### src/rtl/demux_destino.sv
// -----------------------------------------------------------------------------
// demux_destino
//
// Receive side of the transaction-layer arbitration path. Drains the shared
// FIFO filled by the priority arbiter, decodes the destination field held in
// the two MSBs of each word and pushes the word into exactly one of the four
// purple (morado) output FIFOs, honouring that FIFO's almost_full.
//
// A word moves through three phases:
//   IDLE    : pop the shared FIFO when the path is active and it has data
//   WAIT_RD : the shared FIFO presents the word one cycle after the pop;
//             capture it
//   SEND    : push it to its destination once that FIFO can accept it; if
//             more data is waiting, pop the next word in the same cycle so
//             an unblocked stream runs at one word every two cycles
//
// Ports
//   clk            system clock, rising edge
//   reset_L        asynchronous active-low reset
//   state          top-level FSM state; 4'b0001 (INIT) clears this block
//                  synchronously and holds it idle
//   data_in        shared FIFO read data, valid the cycle after pop_in
//   empty_in       shared FIFO empty
//   almost_full0-3 backpressure from purple FIFO n
//   pop_in         pop request to the shared FIFO
//   push0-3        push strobe to purple FIFO n (at most one high per cycle)
//   data_out       write data shared by all purple FIFOs
//   cnt0-3         words delivered to purple FIFO n (wraps silently)
//   idle           no word in flight and shared FIFO empty
// -----------------------------------------------------------------------------
module demux_destino #(
  parameter int DATA_W = 6,
  parameter int CNT_W  = 5
) (
  input  logic              clk,
  input  logic              reset_L,
  input  logic [3:0]        state,
  input  logic [DATA_W-1:0] data_in,
  input  logic              empty_in,
  input  logic              almost_full0,
  input  logic              almost_full1,
  input  logic              almost_full2,
  input  logic              almost_full3,
  output logic              pop_in,
  output logic              push0,
  output logic              push1,
  output logic              push2,
  output logic              push3,
  output logic [DATA_W-1:0] data_out,
  output logic [CNT_W-1:0]  cnt0,
  output logic [CNT_W-1:0]  cnt1,
  output logic [CNT_W-1:0]  cnt2,
  output logic [CNT_W-1:0]  cnt3,
  output logic              idle
);

  localparam logic [3:0] STATE_INIT = 4'b0001;

  typedef enum logic [1:0] {
    ST_IDLE    = 2'b00,
    ST_WAIT_RD = 2'b01,
    ST_SEND    = 2'b10
  } fsm_t;

  // Destination code to one-hot push vector.
  function automatic logic [3:0] dest_onehot(input logic [1:0] dest);
    logic [3:0] vec;
    case (dest)
      2'd0:    vec = 4'b0001;
      2'd1:    vec = 4'b0010;
      2'd2:    vec = 4'b0100;
      2'd3:    vec = 4'b1000;
      default: vec = 4'b0000;
    endcase
    return vec;
  endfunction

  fsm_t              fsm_r;
  // The held word doubles as data_out: it is loaded only on capture, so the
  // purple FIFOs see a stable value that only moves when a new word arrives.
  logic [DATA_W-1:0] hold_r;
  logic [CNT_W-1:0]  cnt_r [4];

  logic              active_s;
  logic [3:0]        af_vec_s;
  logic [1:0]        dest_s;
  logic              send_ok_s;
  logic              pop_s;
  logic [3:0]        push_vec_s;

  assign active_s = (state != STATE_INIT);
  assign af_vec_s = {almost_full3, almost_full2, almost_full1, almost_full0};
  assign dest_s   = hold_r[DATA_W-1 -: 2];

  // Only the addressed FIFO's almost_full matters; a blocked word stalls the
  // whole path (no bypass to other destinations).
  assign send_ok_s = active_s & (fsm_r == ST_SEND) & ~af_vec_s[dest_s];

  // Pop request: from IDLE when data is waiting, or chained from a
  // successful SEND so the next word is read while this one is written.
  // Gated by reset_L so nothing is popped while the block is held in reset.
  always_comb begin
    pop_s = 1'b0;
    case (fsm_r)
      ST_IDLE:    pop_s = active_s & ~empty_in;
      ST_WAIT_RD: pop_s = 1'b0;
      ST_SEND:    pop_s = send_ok_s & ~empty_in;
      default:    pop_s = 1'b0;
    endcase
    if (!reset_L) begin
      pop_s = 1'b0;
    end else begin
      pop_s = pop_s;
    end
  end

  // One-hot push strobe for the decoded destination.
  always_comb begin
    if (send_ok_s) begin
      push_vec_s = dest_onehot(dest_s);
    end else begin
      push_vec_s = 4'b0000;
    end
  end

  // Transfer FSM and word capture; INIT returns to IDLE, dropping any word
  // in flight (the shared FIFO has already advanced past it).
  always_ff @(posedge clk or negedge reset_L) begin
    if (!reset_L) begin
      fsm_r  <= ST_IDLE;
      hold_r <= '0;
    end else if (!active_s) begin
      fsm_r  <= ST_IDLE;
      hold_r <= hold_r;
    end else begin
      case (fsm_r)
        ST_IDLE: begin
          if (pop_s) begin
            fsm_r <= ST_WAIT_RD;
          end else begin
            fsm_r <= ST_IDLE;
          end
        end
        ST_WAIT_RD: begin
          hold_r <= data_in;
          fsm_r  <= ST_SEND;
        end
        ST_SEND: begin
          if (send_ok_s && !empty_in) begin
            fsm_r <= ST_WAIT_RD;
          end else if (send_ok_s) begin
            fsm_r <= ST_IDLE;
          end else begin
            fsm_r <= ST_SEND;
          end
        end
        default: begin
          fsm_r <= ST_IDLE;
        end
      endcase
    end
  end

  // Per-destination delivery counters; they wrap without any flag.
  always_ff @(posedge clk or negedge reset_L) begin
    if (!reset_L) begin
      for (int i = 0; i < 4; i++) begin
        cnt_r[i] <= '0;
      end
    end else if (!active_s) begin
      for (int i = 0; i < 4; i++) begin
        cnt_r[i] <= '0;
      end
    end else begin
      for (int i = 0; i < 4; i++) begin
        if (push_vec_s[i]) begin
          cnt_r[i] <= cnt_r[i] + CNT_W'(1);
        end
      end
    end
  end

  assign pop_in   = pop_s;
  assign push0    = push_vec_s[0];
  assign push1    = push_vec_s[1];
  assign push2    = push_vec_s[2];
  assign push3    = push_vec_s[3];
  assign data_out = hold_r;
  assign cnt0     = cnt_r[0];
  assign cnt1     = cnt_r[1];
  assign cnt2     = cnt_r[2];
  assign cnt3     = cnt_r[3];
  assign idle     = (fsm_r == ST_IDLE) & empty_in;

endmodule
### config.mk
export PLATFORM = sky130hd
export DESIGN_NAME = demux_destino
export DESIGN_NICKNAME = d
export VERILOG_FILES = /design/src/rtl/demux_destino.sv
export SDC_FILE = /design/constraint.sdc
export NUM_CORES = 1
export LEC_CHECK = 0
export BUFFER_PORTS_ARGS = -buffer_cell sky130_fd_sc_hd__buf_2
export CAP_MARGIN = 10
export CORE_MARGIN = 2
export CORE_UTILIZATION = 24
export CTS_CLUSTER_DIAMETER = 30
export DETAILED_ROUTE_END_ITERATION = 7
export PLACE_DENSITY = 0.54
export SLEW_MARGIN = 15
export SYNTH_ARGS = -nofsm -noshare
export SYNTH_HDL_FRONTEND = slang
export SYNTH_SLANG_ARGS = --single-unit
### constraint.sdc
create_clock -name clk -period 1.5 [get_ports clk]
set_input_delay 0 -clock clk [delete_from_list [all_inputs] [get_ports clk]]
set_output_delay 0 -clock clk [all_outputs]
set_load 0.05 [all_outputs]
# ---- Word-level counts from Yosys, hierarchy flattened
# Cells that the tools add are included.
dict set report totals {
  output_inout_bits 32
  reg_bits 28
  elab_cells 49
  input_bits 17
}
dict set report op_classes {
  n_addsub 4
  n_eq_ne 10
  reduce_logical 5
  bitwise 7
  order_cmp 1
  n_mux 16
}
# op n
set ops {}
lappend ops {{adder 5 x 1 -> 5 bit, second input constant} 4}
lappend ops {{2-to-1 mux 20 bit} 1}
lappend ops {{2-to-1 mux 5 bit} 4}
lappend ops {{case mux 4 bit (4 select lines)} 1}
lappend ops {{inequality test 2 x 1 -> 1 bit, second input constant} 4}
lappend ops {{== test 2 bit, second input constant} 3}
lappend ops {{2-to-1 mux 2 bit} 3}
lappend ops {{case mux 2 bit (3 select lines)} 1}
lappend ops {{AND 1 bit} 5}
lappend ops {{== test 2 x 1 -> 1 bit, second input constant} 2}
lappend ops {{zero test 2 bit} 2}
lappend ops {{2-to-1 mux 4 bit} 1}
lappend ops {{inequality test 4 x 1 -> 1 bit, second input constant} 1}
lappend ops {{less-than comparator 2 x 3 -> 1 bit, second input constant} 1}
lappend ops {{2-to-1 mux 1 bit} 3}
lappend ops {{binary-select mux 1 bit (select 2 bit)} 1}
lappend ops {{NOT 1 bit} 2}
lappend ops {{case mux 1 bit (2 select lines)} 1}
lappend ops {{AND reduction 2 bit} 1}
lappend ops {{logical AND 1 bit} 1}
lappend ops {{zero test 1 bit} 1}

# ---- Longest topological paths before layout
# Gate-level depths: netlist of run 1.
dict set report depth {
  word_depth 10
  depth_mapped 6
  depth_no_buf 4
}

# ---- Least setup slack after synthesis of run 1
# Ideal clock, no wire load.
dict set report synth_path {
  path_type {register to output}
  startpoint {register hold_r[4] (netlist: data_out[4])}
  endpoint {output port push0}
  path_slack_ns -0.967
  stages_incl_launch_ff 5
  t_required_ns 1.500
  arrival_time_ns 2.467
  cell_sequence {dfrtp_1 -> or3b_1 -> buf_2 -> clkbuf_1 -> nor3_1}
}
dict set report synth_via {
  elab_chain_cells 5
  elab_cells_between_ends 10
  cone_classes {3 x eq/ne; 4 x mux; 2 x bitwise; 1 x reduce/logical}
}
# item line_no
set synth_rtl {}
lappend synth_rtl {{start, declared} 81} ;# logic [DATA_W-1:0] hold_r;
lappend synth_rtl {{start signal, assigned} 134} ;# hold_r <= hold_r;
lappend synth_rtl {{start signal, assigned} 145} ;# hold_r <= data_in;
lappend synth_rtl {{binary-select mux 1 bit (select 2 bit)} 97} ;# assign send_ok_s = active_s & (fsm_r == ST_SEND) & ~af_vec_s[dest_s];
lappend synth_rtl {{2-to-1 mux 1 bit (not written as such)} 97}
lappend synth_rtl {{NOT 1 bit} 97}
lappend synth_rtl {{AND 1 bit} 97}
lappend synth_rtl {{2-to-1 mux 4 bit *} 119} ;# if (send_ok_s) begin
lappend synth_rtl {{end, declared} 45} ;# output logic push0,
# Mark *: on every way between the ends. The rest lies on a longest branch, timed or not. The select of a mux whose other input is x is not followed.

# ---- Worst setup path in the final report of run 1
dict set report layout_path {
  startpoint {register hold_r[4] (netlist: data_out[4])}
  endpoint {register cnt_r (netlist bit cnt3[2])}
}
dict set report layout_via {
  elab_chain_cells 6
  elab_cells_between_ends 11
  cone_classes {4 x eq/ne; 4 x mux; 2 x bitwise; 1 x reduce/logical}
}
# item line_no
set layout_rtl {}
lappend layout_rtl {{binary-select mux 1 bit (select 2 bit)} 97}
lappend layout_rtl {{2-to-1 mux 1 bit (not written as such)} 97}
lappend layout_rtl {{NOT 1 bit} 97}
lappend layout_rtl {{AND 1 bit} 97}
lappend layout_rtl {{2-to-1 mux 4 bit *} 119}
lappend layout_rtl {{inequality test 2 x 1 -> 1 bit (no line) *} n/a}
lappend layout_rtl {{end signal, assigned by index} 177} ;# cnt_r[i] <= cnt_r[i] + CNT_W'(1);
lappend layout_rtl {{end, declared} 82} ;# logic [CNT_W-1:0] cnt_r [4];
# Marks and branches as above.
# A chain may end at the register's enable or synchronous reset.

==> key figures, run 1 <==
Outcome
  – Status: finished, violations left
  – Failing checks: setup timing

Logic synthesis
  – Number of synthesized flops with an enable pin: 0
  – Main synth FF type: dfrtp_1
  – Synth async-reset ratio: 1.00
  – Count of cell types in the netlist: 31
  – Post-synthesis sequential area ratio: 0.467
  – Syn Nets: 173
  – Post-synth top area share: 0.467
  – Synthesis-stage register bit count: 28
  – Cell count after synthesis: 152
  – Post-Syn Area per Cell: 9.86 sq um
  – Leading area contributor after synthesis: dfrtp_1
  – Top post-synthesis cells by area: dfrtp_1 (47%), a21oi_1 (6.7%), o31ai_1 (5.5%)
  – Post-Syn Area: 1500 sq um
  – Warnings, synthesis: 0

Place
  – Post-Place Cells: 285
  – Post-DP Area: 2040 sq um
  – Dpl hpwl: 2920 um
  – PortBufs: 48
  – GPL Wtd Cong: 0.738

Setup path
  – Required time of the critical path: 1.72 ns
  – Worst path arrival time: 1.88 ns
  – Reg-to-reg startpoint: data_out[4]
  – Crit end category: register
  – Startpoint Class: register
  – Reg2reg setup slack: -0.16 ns
  – Worst Setup SP: data_out[4]
  – Worst Path Max Fanout: 6
  – Crit Path Category: reg -> reg

Cells and area
  – Multi-input logic area: 906 sq um
  – Synth-to-layout area growth: 60.5%
  – Most frequent cells in the layout: buf_2 (44), dfrtp_1 (21), buf_4 (19)
  – Nets: 251
  – FF+latch area: 709 sq um
  – Final core utilization: 0.402
  – Antenna cells: 0
  – Commonest non-fill, non-tap cell in the layout: buf_2
  – Final Cell Area: 2410 sq um
  – Fill count: 601
  – Share of post-route cells with drive strength above 1: 0.546
  – Cell Count, Final, Fillers Out: 304

Hold path
  – Hold Crit Class: in -> reg
  – Hold_sp: state[1]

Timing
  – Slew @ Worst Pin: 0.462 ns
  – Setup ws final: -0.161 ns
  – Final min period: 1.66 ns
  – F_max: 602 MHz
  – Slew Viols, Final: 0
  – Final hold vios: 0
  – Fin crit share: 1.11
  – Setup TNS: -1.90 ns
  – Slew HR: 0.691
  – Hold Slack: 0.0887 ns
  – Skew final: 0.00873 ns
  – Final setup fails: 24
  – RSZ-0062 raised after global routing: true

Floorplanning
  – Die area: 6890 sq um
  – Row count: 28
  – Die height: 83.0 um
  – # IOs: 49
  – Die width: 83.0 um
  – Core ar.: 5990 sq um
  – Starting Density: 0.250

GRT
  – Grt peak-use layer: met2
  – Initial antenna violation count: 0
  – M1 GR Usage: 0.169
  – Met3 usage: 0.0308
  – First-pass GRT wire length: 7000 um
  – Pin count of the biggest net entering global routing: 19
  – Gr usage total: 0.123
  – Congestion Overflow GR: 0
  – Met2 GRT Util: 0.196
  – Vias in the first global route: 1,434

Route
  – Final ANT Viol Nets: 0
  – Vias: 1,479
  – Routed wire length per instance: 14.1 um
  – TritonRoute pass-1 iters: 4
  – DRC: 0
  – Initial DRC Count: 60
  – DRT Wirelength: 4280 um
  – Vias/cell: 4.87

Clocking
  – CTS clk-pin slew, worst paths: 0.11 ns
  – TritonCTS buffer count: 3
  – Htree depth: 1
  – CTS tree: yes
  – Root buffer cell: clkbuf_8
  – Clk sinks: 28
  – Clk buf depth: 2
  – Clk_lat worst skew: 0.28 ns

Power
  – Pwr Density: 1640 nW/um^2
  – Leak: 0.00104 uW
  – Peak VDD IR: 0.948 mV

Flow run
  – Maxcap violations: 0
[stage by stage]
step / setup slack [ns] / power, uW
2_1_floorplan: -0.200 / 2570
3_3_place_gp: -0.0924 / 3140
3_5_place_dp: -0.131 / 3150
4_1_cts: -0.163 / 3900
5_1_grt: -0.214 / 4170
6_report: -0.161 / 3940
[cell families after synthesis]
kind of cell               share of synthesized area
DFF                                            0.467
buffers and inverters                         0.0509
muxes                                         0.0584
AOI/OAI and AO/OA                              0.169
adders and majority gates                     0.0334
and+or+nand+nor                                0.221
[worst max-delay path, stage by stage, from the launching register on]
cell and delay [ns]:
dfrtp_2 0.36, buf_4 0.14, nand3b_1 0.14, buf_12 0.17, buf_2 0.16, or4_4 0.49
a21oi_2 0.14
[path summary, 6_finish.rpt]
check                         endpoint  depth (start not counted)
hold / removal                 cnt0[4]                          3
setup / recovery               cnt3[2]                          6
setup reg to reg               cnt3[2]                          6
max in group asynchronous      cnt1[1]                          3
min in group asynchronous      cnt2[0]                          3
hold reg to reg            data_out[1]                          1
[cell usage after synthesis (2+ instances only)]
cell	number
clkbuf_1	8
nand3_1	6
nand2_1	3
a21oi_1	20
o31ai_1	11
o21ai_0	8
mux2_2	6
mux2i_1	2
nand2b_1	3
inv_1	9
or2_2	2
dfrtp_1	28
nor3_1	6
o21a_1	2
ha_1	4
or3_1	9
or4_1	11
[metal layers]
metal	part of all wire	vias to the layer above	routed length, um
li1	-	725	-
met2	0.48	35	2040
met3	0.044	4	187
met4	0.0077	0	33
met1	0.47	715	2020
met5	0	-	0
[area by class of cell]
type                            count  share of cell area
Tap cell                           75              0.0390
Timing Repair Buffer               83               0.253
Multi-Input combinational cell    105               0.376
Inverter                            9              0.0140
Clock buffer                        4              0.0229
Sequential cell                    28               0.295
[state kept, by name, summed over array words and instances, names as in the netlist]
register  count
cnt2          5
cnt1          5
fsm_r         2
cnt3          5
data_out      6
cnt0          5
[where the power goes]
part | switching, uW | internal [uW] | total [uW]
combinational | 1440 | 875 | 2320
sequential | 165 | 966 | 1130
clock | 256 | 236 | 491
[timing repair]
item                                   4_1_cts  5_1_grt
setup endpoints to repair                   18       25
hold buffers                                 7        1
gates resized for setup                     19       21
buffers inserted                             6        0
endpoints found under the hold margin       34        1
cloned                                       1        0
pin swaps                                    7        4
No activity file was read; power rests on OpenSTA's default activity.
==> run 2: changes to the inputs <==
--- a/config.mk
+++ b/config.mk
@@ -9,6 +9,7 @@
 export CAP_MARGIN = 10
 export CORE_MARGIN = 2
 export CORE_UTILIZATION = 24
+export CTS_BUF_LIST = sky130_fd_sc_hd__clkbuf_2
 export CTS_CLUSTER_DIAMETER = 30
 export DETAILED_ROUTE_END_ITERATION = 7
 export PLACE_DENSITY = 0.54
==> run 2 against run 1 <==
  * The run still ends with setup timing left
  * First-iteration DRC count grew 10%
  * Sequential power about the same
  * Maximum frequency shrank 7.3%
  * Final area up 2.1%
  * Count of clock-buffer cells in the layout down 1
  * Sequential share of layout area shrank 0.60 points
  * Wire length down 2.7%
  * Register-to-register slack worse by 0.13 ns
  * Combinational power rose by 2%
  * Clock power shrank 39%
  * Total power shrank 3.6%
  * Critical path type unchanged
==> key figures, run 2 (same netlist as run 1, synthesis figures left out) <==
Route
  – TritonRoute pass-1 iters: 4 (unchanged)
  – DRT Wirelength: 4170 um (-2.7%)
  – Routed wire length per instance: 13.5 um (-4.3%)
  – Vias/cell: 4.87 (about the same)
  – Final ANT Viol Nets: 0 (unchanged)
  – Initial DRC Count: 66 (+10%)
  – Vias: 1,504 (+1.7%)
  – DRC: 0 (unchanged)

Timing
  – Final setup fails: 18 (-25%)
  – Hold Slack: 0.0450 ns (-0.0437 ns)
  – Slew HR: 0.689 (-0.00173)
  – RSZ-0062 raised after global routing: true
  – Setup ws final: -0.291 ns (-0.130 ns)
  – Final min period: 1.79 ns (+0.130 ns)
  – Fin crit share: 1.19 (+0.0866)
  – Slew Viols, Final: 0 (unchanged)
  – Final hold vios: 0 (unchanged)
  – Slew @ Worst Pin: 0.464 ns (+0.00258 ns)
  – F_max: 558 MHz (-7.3%)
  – Skew final: 0.0121 ns (+0.00336 ns)

GRT
  – First-pass GRT wire length: 6740 um (-3.6%)
  – Vias in the first global route: 1,383 (-3.6%)
  – Gr usage total: 0.118 (-0.00523)
  – Congestion Overflow GR: 0 (unchanged)
  – Pin count of the biggest net entering global routing: 23 (+4)
  – Initial antenna violation count: 0 (unchanged)

Floorplanning
  – Die width: 83.0 um (unchanged)
  – Die area: 6890 sq um (unchanged)
  – Row count: 28 (unchanged)
  – Starting Density: 0.250 (unchanged)
  – Core ar.: 5990 sq um (unchanged)
  – Die height: 83.0 um (unchanged)
  – # IOs: 49 (unchanged)

Cells and area
  – Max reg flops: 6 (unchanged)
  – Final Cell Area: 2460 sq um (+2.1%)
  – Share of post-route cells with drive strength above 1: 0.568 (+0.0225)
  – Commonest non-fill, non-tap cell in the layout: buf_2
  – Cell Count, Final, Fillers Out: 309 (+1.6%)
  – Antenna cells: 0 (unchanged)
  – Synth-to-layout area growth: 63.9%
  – Nets: 256 (+2.0%)
  – Most frequent cells in the layout: buf_2 (42), dfrtp_1 (21), buf_4 (17)

Clocking
  – CTS tree: yes
  – Root buffer cell: clkbuf_2
  – Htree depth: 1 (unchanged)
  – TritonCTS buffer count: 3 (unchanged)
  – CTS clk-pin slew, worst paths: 0.29 ns (+0.18 ns)
  – Clk sinks: 28 (unchanged)
  – Clk buf depth: 2 (unchanged)
  – Clk_lat worst skew: 0.37 ns (+0.09 ns)

Place
  – Dpl hpwl: 2920 um (unchanged)
  – Post-DP Area: 2040 sq um (unchanged)
  – GPL Wtd Cong: 0.738 (unchanged)
  – Post-Place Cells: 285 (unchanged)
  – PortBufs: 48 (unchanged)

Setup path
  – Worst Path Max Fanout: 8 (+2)
  – Required time of the critical path: 1.84 ns (+0.12 ns)
  – Worst Setup SP: fsm_r[0]
  – Startpoint Class: register
  – Crit end category: register
  – Worst path arrival time: 2.13 ns (+0.25 ns)
  – Crit Path Category: reg -> reg
  – Reg-to-reg startpoint: fsm_r[0]

Hold path
  – Hold_sp: state[0]
  – Hold Crit Class: in -> reg

Power
  – Total power: 3800 uW (-3.6%)
  – Leak: 0.00106 uW (+1.7%)
  – Pwr Density: 1550 nW/um^2 (-5.6%)
  – Peak VDD IR: 0.902 mV (-4.9%)

Flow run
  – Maxcap violations: 0 (unchanged)

Outcome
  – Failing checks: setup timing
  – Status: finished, violations left
-- run 2: layer usage --
| layer | vias up | routed length [um] | track usage |
|---|---|---|---|
| met5 | - | 0 | 0 |
| met3 | 2 | 165 | 0.0308 |
| met4 | 0 | 22 | 0.0179 |
| met1 | 736 | 2010 | 0.163 |
| met2 | 33 | 1970 | 0.190 |
| li1 | 733 | - | - |
-- run 2: worst paths after layout --
path / end / slack (ns) / cells after the start
max reg2reg: cnt0[3] / -0.29 / 5
max in group asynchronous: cnt1[1] / 1.15 / 3
max: cnt0[3] / -0.29 / 5
min in group asynchronous: cnt2[0] / 0.10 / 3
min reg2reg: data_out[1] / 0.55 / 1
min: cnt0[4] / 0.04 / 3
-- run 2: cell type report --
cell class	count	area, sq um
Fill cell	589	3530
Multi-Input combinational cell	105	943
Sequential cell	28	709
Timing Repair Buffer	88	657
Tap cell	75	93.8
Inverter	9	33.8
Clock buffer	3	15.0
Clock inverter	1	3.75
-- run 2: repair_timing --
item	in CTS	in global routing
buffers inserted	2	6
gates resized for setup	24	32
hold endpoints to repair	36	3
pin swaps	6	7
hold buffers	11	2
cloned	0	0
endpoints found under the setup margin	21	22
-- run 2: stage by stage --
stage          setup TNS (ns)  setup WS (ns)   util
2_1_floorplan           -1.80         -0.200      -
3_3_place_gp           -0.308        -0.0924  0.340
3_5_place_dp           -0.578         -0.131  0.340
4_1_cts                 -2.81         -0.336  0.381
5_1_grt                 -4.27         -0.390  0.410
6_report                -2.56         -0.291  0.410
-- run 2: where the power goes --
part	switching (uW)	internal, uW
Clock	240	57.9
Combinational	1450	914
Sequential	177	965
-- run 2: worst max-delay path, cell delays in order, from the launching register on --
cell and delay [ns]:
dfrtp_1 0.46, or3b_4 0.44, buf_4 0.15, buf_6 0.12, or4_4 0.47, a21oi_2 0.12
==> run 3: changes to the inputs <==
--- a/config.mk
+++ b/config.mk
@@ -12,6 +12,7 @@
 export CTS_BUF_LIST = sky130_fd_sc_hd__clkbuf_2
 export CTS_CLUSTER_DIAMETER = 30
 export DETAILED_ROUTE_END_ITERATION = 7
+export GPL_TIMING_DRIVEN = 0
 export PLACE_DENSITY = 0.54
 export SLEW_MARGIN = 15
 export SYNTH_ARGS = -nofsm -noshare
==> run 3 against run 2 <==
  * The run still ends with setup timing left
  * Total power up 9.6%
  * Register-to-register slack about the same
  * Non-clock buffer count up 6
==> key figures, run 3 (same netlist as run 1, synthesis figures left out) <==
Outcome
  – Status: finished, violations left
  – Failing checks: setup timing

Route
  – Initial DRC Count: 77 (+17%)
  – DRC: 0 (unchanged)
  – Routed wire length per instance: 14.4 um (+7.0%)
  – TritonRoute pass-1 iters: 4 (unchanged)
  – Final ANT Viol Nets: 0 (unchanged)
  – Vias/cell: 4.90 (+0.57%)
  – Vias: 1,542 (+2.5%)
  – DRT Wirelength: 4540 um (+9.0%)

Timing
  – Slew @ Worst Pin: 0.866 ns (+0.401 ns)
  – RSZ-0062 raised after global routing: true
  – F_max: 559 MHz (+0.16%)
  – Slew HR: 0.421 (-0.269)
  – Final setup fails: 25 (+7)
  – Fin crit share: 1.19 (-0.00189)
  – Final hold vios: 0 (unchanged)
  – Hold Slack: 0.00466 ns (-0.0403 ns)
  – Setup ws final: -0.288 ns (+0.00283 ns)
  – Skew final: 0.0244 ns (+0.0123 ns)
  – Final min period: 1.79 ns (-0.00283 ns)
  – Slew Viols, Final: 0 (unchanged)

Hold path
  – Hold Crit Class: in -> reg

Setup path
  – Startpoint Class: register
  – R2R Path End: cnt2[2]
  – Worst Setup SP: data_out[4]
  – End of the critical path: cnt2[2]
  – Reg2reg setup slack: -0.29 ns (about the same)
  – Worst path arrival time: 2.13 ns (about the same)
  – Crit Path Category: reg -> reg
  – Required time of the critical path: 1.84 ns (about the same)
  – Worst Path Max Fanout: 8 (unchanged)
  – Reg2Reg Depth: 5 (unchanged)
  – Reg-to-reg startpoint: data_out[4]
  – Crit end category: register

Floorplanning
  – Starting Density: 0.250 (unchanged)
  – Die height: 83.0 um (unchanged)
  – Die width: 83.0 um (unchanged)
  – Core ar.: 5990 sq um (unchanged)
  – Row count: 28 (unchanged)
  – Die area: 6890 sq um (unchanged)
  – # IOs: 49 (unchanged)

Cells and area
  – Max reg flops: 6 (unchanged)
  – Fill count: 594 (+0.85%)
  – Commonest non-fill, non-tap cell in the layout: buf_2
  – Most frequent cells in the layout: buf_2 (42), dfrtp_1 (20), buf_4 (16)
  – Antenna cells: 0 (unchanged)
  – Nets: 262 (+2.3%)
  – Synth-to-layout area growth: 69.2%
  – Share of post-route cells with drive strength above 1: 0.508 (-0.0600)

Clocking
  – Clk sinks: 28 (unchanged)
  – CTS tree: yes
  – Clk_lat worst skew: 0.38 ns (about the same)
  – Root buffer cell: clkbuf_2
  – Clk buf depth: 2 (unchanged)
  – Htree depth: 1 (unchanged)
  – TritonCTS buffer count: 3 (unchanged)
  – CTS clk-pin slew, worst paths: 0.29 ns (about the same)

Power
  – Leak: 0.00111 uW (+4.8%)
  – Pwr Density: 1640 nW/um^2 (+6.2%)
  – Peak VDD IR: 0.956 mV (+6.0%)

GRT
  – First-pass GRT wire length: 7400 um (+9.7%)
  – Vias in the first global route: 1,567 (+13%)
  – Initial antenna violation count: 0 (unchanged)
  – Congestion Overflow GR: 0 (unchanged)
  – Gr usage total: 0.129 (+0.0108)
  – Pin count of the biggest net entering global routing: 29 (+26%)

Place
  – PortBufs: 48 (unchanged)
  – Dpl hpwl: 2890 um (-0.85%)
  – Place WS: -0.211 ns (-0.0796 ns)
  – GPL Wtd Cong: 0.783 (+6.2%)

Flow run
  – Maxcap violations: 0 (unchanged)
==> run 3: cell types whose count changed in the layout (fill, tap and decap cells not counted), sizes merged <==
cell | previous run | this run
clkinv | 1 | 0
bufinv | 0 | 1
dlygate4sd3 | 13 | 14
buf | 75 | 73
clkbuf | 3 | 10
==> run 3: power breakdown <==
| part | switching [uW] | leakage [uW] | total [uW] | internal (uW) |
|---|---|---|---|---|
| registers | 183 | 0.000360 | 1150 | 967 |
| logic | 1480 | 0.000725 | 2550 | 1070 |
| clock network | 240 | 0.0000266 | 469 | 229 |
==> run 3: layout make-up <==
cell class | count | area (sq um) | share of cell area
Buffer | 8 | 101 | 0.0400
Clock buffer | 3 | 15.0 | 0.00592
Clock inverter | 1 | 30.0 | 0.0118
Inverter | 9 | 33.8 | 0.0133
Multi-Input combinational cell | 105 | 906 | 0.357
Sequential cell | 28 | 711 | 0.280
Tap cell | 75 | 93.8 | 0.0370
Timing Repair Buffer | 86 | 646 | 0.255
==> run 3: worst min path at each step <==
stage                       from  endpoint  slack, ns  depth (start not counted)
detailed placement       reset_L   cnt0[4]       0.09                          1
global placement         reset_L   cnt0[4]       0.10                          1
global route        almost_full0   cnt0[3]      -0.03                          4
CTS                 almost_full0   cnt0[3]      -0.06                          4
floorplan                reset_L   cnt0[0]      -0.30                          0
finish              almost_full0   cnt0[3]      0.005                          4
==> run 3: critical path, cell delays in order, from the launching register on <==
cell and delay (ns):
dfrtp_2 0.48, or3b_4 0.42, buf_4 0.15, buf_6 0.12, or4_1 0.47, a21oi_1 0.13
==> run 3: metal layers <==
layer  GRT usage  vias up  wire length (um)
met1       0.170      741              2030
met2       0.220       50              2240
met5           0        -                 0
met4      0.0179        0                15
li1            -      749                 -
met3      0.0308        2               260
==> run 3: metrics by stage <==
step           instances  cell area, sq um  total power, uW  TNS, ns   util
6_report             315              2540             4160    -4.52  0.423
5_1_grt              315              2540             4420    -6.51  0.423
4_1_cts              308              2430             4050    -4.54  0.405
3_5_place_dp         275              1950             3020    -2.67  0.326
3_3_place_gp         275              1940             2990   -11.82  0.324
2_1_floorplan        152              1610             2570    -1.80      -
==> run 3: what timing repair did <==
item	4_1_cts	5_1_grt
gates resized for setup	34	21
setup endpoints to repair	31	33
hold endpoints to repair	39	2
buffers inserted	15	10
pin swaps	18	9
hold buffers	14	1
